$ cat src/rtl/fc_layer_sequencer.sv
// Layer-level sequencer: launches one data-mover pass per FC output node, writes each result to the output BRAM.
// Optional macro FC_RELU_EN: clamp negative (two's complement) results to zero before the BRAM write.
module fc_layer_sequencer #(
    parameter int unsigned CNT_BIT  = 31,
    parameter int unsigned DWIDTH   = 32,
    parameter int unsigned AWIDTH   = 12,
    parameter int unsigned NODE_BIT = 8
) (
    input  logic                clk,
    input  logic                reset_n,
    input  logic                start_i,
    input  logic                abort_i,
    input  logic [NODE_BIT-1:0] num_out_i,
    input  logic [CNT_BIT-1:0]  run_count_i,
    input  logic                dm_idle_i,
    input  logic                dm_done_i,
    input  logic [DWIDTH-1:0]   dm_result_i,
    output logic                dm_start_o,
    output logic [CNT_BIT-1:0]  dm_run_count_o,
    output logic [AWIDTH-1:0]   dm_w_base_o,
    output logic [AWIDTH-1:0]   addr_o,
    output logic                ce_o,
    output logic                we_o,
    output logic [DWIDTH-1:0]   d_o,
    output logic                idle_o,
    output logic                busy_o,
    output logic                done_o,
    output logic [NODE_BIT-1:0] node_idx_o
);

    typedef enum logic [2:0] {
        S_IDLE   = 3'd0,
        S_LAUNCH = 3'd1,
        S_WAIT   = 3'd2,
        S_WRITE  = 3'd3,
        S_DONE   = 3'd4
    } state_t;

    state_t state;
    state_t state_next;

    logic [NODE_BIT-1:0] num_out_q;
    logic [NODE_BIT-1:0] node_idx;
    logic [CNT_BIT-1:0]  run_count_q;
    logic [AWIDTH-1:0]   w_base;

    logic [AWIDTH-1:0]   addr_q;
    logic [DWIDTH-1:0]   d_q;
    logic                ce_q;
    logic                we_q;
    logic                idle_q;
    logic                busy_q;
    logic                done_q;

    logic zero_layer_c;
    logic last_node_c;
    logic start_acc_c;
    logic advance_c;
    logic write_next_c;

    // Result post-processing applied on the way into the output BRAM.
    function automatic logic [DWIDTH-1:0] post_proc(input logic [DWIDTH-1:0] v);
`ifdef FC_RELU_EN
        return v[DWIDTH-1] ? '0 : v;
`else
        return v;
`endif
    endfunction

    assign zero_layer_c = (num_out_i == '0) || (run_count_i == '0);
    assign last_node_c  = (node_idx == (num_out_q - NODE_BIT'(1)));

    // State register.
    always_ff @(posedge clk or negedge reset_n) begin
        if (!reset_n) begin
            state <= S_IDLE;
        end else begin
            state <= state_next;
        end
    end

    // Next-state decode; abort overrides every transition and suppresses the mover start.
    always_comb begin
        state_next = state;
        dm_start_o = 1'b0;
        if (abort_i) begin
            state_next = S_IDLE;
        end else begin
            case (state)
                S_IDLE: begin
                    if (start_i) begin
                        state_next = zero_layer_c ? S_DONE : S_LAUNCH;
                    end
                end
                S_LAUNCH: begin
                    if (dm_idle_i) begin
                        dm_start_o = 1'b1;
                        state_next = S_WAIT;
                    end
                end
                S_WAIT: begin
                    if (dm_done_i) begin
                        state_next = S_WRITE;
                    end
                end
                S_WRITE: begin
                    state_next = last_node_c ? S_DONE : S_LAUNCH;
                end
                S_DONE: begin
                    state_next = S_IDLE;
                end
                default: begin
                    state_next = S_IDLE;
                end
            endcase
        end
    end

    assign start_acc_c  = (state == S_IDLE) && (state_next != S_IDLE);
    assign advance_c    = (state == S_WRITE) && (state_next == S_LAUNCH);
    assign write_next_c = (state_next == S_WRITE);

    // Layer parameters and per-node progress; counts stay latched after the layer for readback.
    always_ff @(posedge clk or negedge reset_n) begin
        if (!reset_n) begin
            num_out_q   <= '0;
            run_count_q <= '0;
            node_idx    <= '0;
            w_base      <= '0;
        end else if (start_acc_c) begin
            num_out_q   <= num_out_i;
            run_count_q <= run_count_i;
            node_idx    <= '0;
            w_base      <= '0;
        end else if (advance_c) begin
            node_idx    <= node_idx + NODE_BIT'(1);
            w_base      <= w_base + AWIDTH'(run_count_q);
        end
    end

    // Registered outputs decoded from the next state so they line up with the state they describe.
    always_ff @(posedge clk or negedge reset_n) begin
        if (!reset_n) begin
            addr_q <= '0;
            d_q    <= '0;
            ce_q   <= 1'b0;
            we_q   <= 1'b0;
            idle_q <= 1'b1;
            busy_q <= 1'b0;
            done_q <= 1'b0;
        end else begin
            addr_q <= write_next_c ? AWIDTH'(node_idx) : '0;
            d_q    <= write_next_c ? post_proc(dm_result_i) : '0;
            ce_q   <= write_next_c;
            we_q   <= write_next_c;
            idle_q <= (state_next == S_IDLE);
            busy_q <= (state_next == S_LAUNCH) || (state_next == S_WAIT) || (state_next == S_WRITE);
            done_q <= (state_next == S_DONE);
        end
    end

    assign dm_run_count_o = run_count_q;
    assign dm_w_base_o    = w_base;
    assign addr_o         = addr_q;
    assign ce_o           = ce_q;
    assign we_o           = we_q;
    assign d_o            = d_q;
    assign idle_o         = idle_q;
    assign busy_o         = busy_q;
    assign done_o         = done_q;
    assign node_idx_o     = node_idx;

endmodule

$ cat config.mk
export PLATFORM = sky130hd
export DESIGN_NAME = fc_layer_sequencer
export DESIGN_NICKNAME = d
export VERILOG_FILES = /design/src/rtl/fc_layer_sequencer.sv
export SDC_FILE = /design/constraint.sdc
export NUM_CORES = 1
export LEC_CHECK = 0
export BUFFER_PORTS_ARGS = -buffer_cell sky130_fd_sc_hd__buf_4
export CAP_MARGIN = 20
export CELL_PAD_IN_SITES_DETAIL_PLACEMENT = 0
export CELL_PAD_IN_SITES_GLOBAL_PLACEMENT = 2
export CORE_MARGIN = 3
export CORE_UTILIZATION = 32
export DETAILED_ROUTE_END_ITERATION = 7
export GPL_ROUTABILITY_DRIVEN = 1
export PLACE_DENSITY_LB_ADDON = 0.1
export SLEW_MARGIN = 15
export SYNTH_ARGS = -nofsm -noshare
export SYNTH_HDL_FRONTEND = slang
export SYNTH_SLANG_ARGS = --single-unit
$ cat constraint.sdc
create_clock -name clk -period 3.55 [get_ports clk]
set_input_delay 0.1775 -clock clk [delete_from_list [all_inputs] [get_ports clk]]
set_output_delay 0.1775 -clock clk [all_outputs]
set_load 0.05 [all_outputs]
==> results.sh <==
export IMPL_tightest_slew_ns=0.7185
export IMPL_skew_ns=0.009607
export IMPL_grt_util_all_layers_pct=15.49
export IMPL_synthToLayoutAreaGrowth_pct=37.87
export IMPL_fin_crit_ns=2.743
export IMPL_ys_flop_type="dfrtp_1"
export IMPL_cp_data_arrival_time_ns=2.98
export IMPL_diodes=0
export IMPL_grt_pass1_vias=3843
export IMPL_pin_count=178
export IMPL_cts_buffers=9
export IMPL_start_util_pct=32.74
export IMPL_dieArea_um2=16430
export IMPL_max_stage_delay_ns=0.53
export IMPL_drtIter0Drc=128
export IMPL_fmax_ghz=0.3646
export IMPL_cp_required_ns=3.79
export IMPL_startpoint_type="flop"
export IMPL_insertion_delay_ns=0.35
export IMPL_cp_max_fo=15
export IMPL_vias=3801
export IMPL_grt_pass1_wl_mm=19.95
export IMPL_routedWlPerCell_um=15.18
export IMPL_fin_tns_setup_ns=0
export IMPL_pwr_density_cell_nw_per_um2=527.4
export IMPL_cts_resized_gates=0
export IMPL_rsz0062_at_grt="no"
export IMPL_hold_violations=0
export IMPL_cp_end_kind="flop"
export IMPL_portBuffers=173
export IMPL_whs_ns=0.02448
export IMPL_outcome="completed"
export IMPL_htree_levels=3
export IMPL_die_y_um=128.2
export IMPL_drive_gt1_share_pct=32.19
export IMPL_slowest_stage="or4_4"
export IMPL_setup_viol=0
export IMPL_hold_class="primary input to flop"
export IMPL_p_leak_nw=3.476
export IMPL_maxSlewViolCount=0
export IMPL_relSlewSlack_pct=51.99
export IMPL_postLayoutSetupSlackWorst_ns=0.8069
export IMPL_ys_seq_elements=106
export IMPL_final_core_util_pct=45.15
export IMPL_path_buf_inv=1
export IMPL_path_clk_slew_ns=0.07
export IMPL_viasPerCell=4.596
export IMPL_overflow=0
export IMPL_syn_inst=466
export IMPL_ys_warn_count=0
export IMPL_crit_type="flop to flop"
export IMPL_place_hpwl_mm=9.076
export IMPL_root_buffer="clkbuf_16"
export IMPL_postRouteAntennaNets=0
export IMPL_finalPower_w=0.003474
export IMPL_finalCritPeriodShare_pct=77.27
export IMPL_row_count=44
export IMPL_synth_avg_cell_area_um2=10.25
export IMPL_core_area_um2=14590
export IMPL_dpl_worst_slack_ns=0.8043
export IMPL_syn_area_um2=4777
export IMPL_cts_buffer_depth=2
export IMPL_maxCapViolations=0
export IMPL_crit_family="simple AND/OR/NAND/NOR gates"
export IMPL_cts_sinks=106
export IMPL_async_flop_share_pct=100.0
export IMPL_cts_tree="done"
export IMPL_antenna_found_initial=0
export IMPL_vdd_drop_max_uv=247.7
export IMPL_drt_wl_total_mm=12.56
export IMPL_path_cells="or4_4, or3_1, a2bb2oi_2, nand4_4, o21ai_4, buf_4, mux2i_1, nor2_1"
export IMPL_place_gp_congestion=0.7634
export IMPL_drc=0
export IMPL_cts_setup_buffers=0
export IMPL_r2r_slack_ns=0.81
export IMPL_die_x_um=128.2
export IMPL_ys_seq_area_share_pct=55.55
export IMPL_grt_max_degree=82
export IMPL_ys_types=52
export IMPL_synth_edff_count=0
export IMPL_nets=729
export IMPL_first_pass_iters=4
-- timing repair --
action | 4_1_cts | 5_1_grt
hold endpoints to repair | 0 | 38
hold buffers | 0 | 1
endpoints found under the setup margin | 0 | 0
-- report_power, final --
| group | internal, W | total (W) | switching, W |
|---|---|---|---|
| combinational | 0.000330 | 0.000959 | 0.000629 |
| sequential | 0.00132 | 0.00142 | 0.0000999 |
| clock | 0.000627 | 0.00109 | 0.000465 |
-- through the flow --
stage                     cell area (um2)  cells
after global routing                 6586    827
after floorplan                      4788    469
after detailed placement             6231    809
after CTS                            6556    825
after global placement               6231    809
final                                6586    827
-- placed cells by master, fill, tap and decap left out, types with 2 or more instances in the layout --
cell,count
nand3_1,3
nor2b_1,4
or2_2,2
bufinv_16,2
nor3_1,7
nand2_1,121
clkbuf_16,9
nor4_1,11
xor2_1,6
a21o_1,2
nor2_1,26
nand2b_1,2
buf_12,2
dfrtp_1,105
o21ai_0,8
a21oi_1,16
conb_1,4
and2_1,41
ha_1,13
or4_1,4
mux2i_1,11
a2bb2oi_1,2
inv_1,4
xnor2_1,14
o21ai_1,3
or3_1,4
o31ai_1,5
nand4_1,4
buf_4,178
-- worst paths after layout --
path,from,end,cells past startpoint
hold / removal,dm_result_i[28],d_o[28],2
min in group asynchronous,reset_n,dm_run_count_o[22],2
max in group asynchronous,reset_n,dm_w_base_o[2],4
setup / recovery,num_out_q[0],dm_w_base_o[6],8
setup reg to reg,num_out_q[0],dm_w_base_o[6],8
hold reg to reg,dm_run_count_o[23],dm_run_count_o[23],2
-- registers in the layout, summed over array words and instances, names as in the netlist --
| name | cells |
|---|---|
| d_o | 32 |
| busy_o | 1 |
| dm_run_count_o | 31 |
| we_o | 1 |
| done_o | 1 |
| num_out_q | 8 |
| addr_o | 8 |
| state | 3 |
| dm_w_base_o | 12 |
| idle_o | 1 |
| node_idx_o | 8 |
-- per-layer routing --
metal	track usage (%)	part of all wire, %	up-vias
li1	-	-	1887
met1	19.64	43	1815
met2	25.87	51	89
met3	4.750	5.6	10
met4	3.745	0.98	0
met5	0	0	-
-- Yosys cell counts (3+ instances only) --
cell type,n,area [um2]
a21oi_1,16,80.08
and2_1,41,256.5
buf_4,5,37.54
buf_6,6,67.56
clkbuf_1,11,41.29
dfrtp_1,105,2628
ha_1,13,162.7
inv_1,4,15.01
mux2i_1,11,110.1
nand2_1,121,454.2
nand3_1,3,15.01
nand4_1,4,25.02
nor2_1,27,101.4
nor2b_1,4,25.02
nor3_1,7,35.03
nor4_1,11,68.82
o21ai_0,8,40.04
o21ai_1,3,15.01
o31ai_1,5,37.54
or3_1,4,25.02
or4_1,4,30.03
xnor2_1,14,122.6
xor2_1,6,52.55
-- final cells by class --
| class | instances | area [um2] |
|---|---|---|
| Clock buffer | 10 | 229.0 |
| Clock inverter | 6 | 96.34 |
| Inverter | 4 | 15.01 |
| Fill cell | 1422 | 8003 |
| Tap cell | 184 | 230.2 |
| Sequential cell | 106 | 2654 |
| Multi-Input combinational cell | 336 | 1976 |
| Timing Repair Buffer | 181 | 1386 |
-- cell families (layout without fill, tap and decap cells) --
group | Yosys count | after routing | share of synthesized area, %
adder cells (fa/ha/maj) | 14 | 14 | 3.824
AO/OA/AOI/OAI | 49 | 49 | 7.151
flip-flops | 106 | 106 | 55.55
other | 1 | 4 | 0.07850
AND/OR/NAND/NOR | 238 | 238 | 23.94
multiplexers | 11 | 11 | 2.305
buffers and inverters | 27 | 201 | 3.483
XOR/XNOR | 20 | 20 | 3.667
Note: power is estimated with default switching activity, not from simulation.
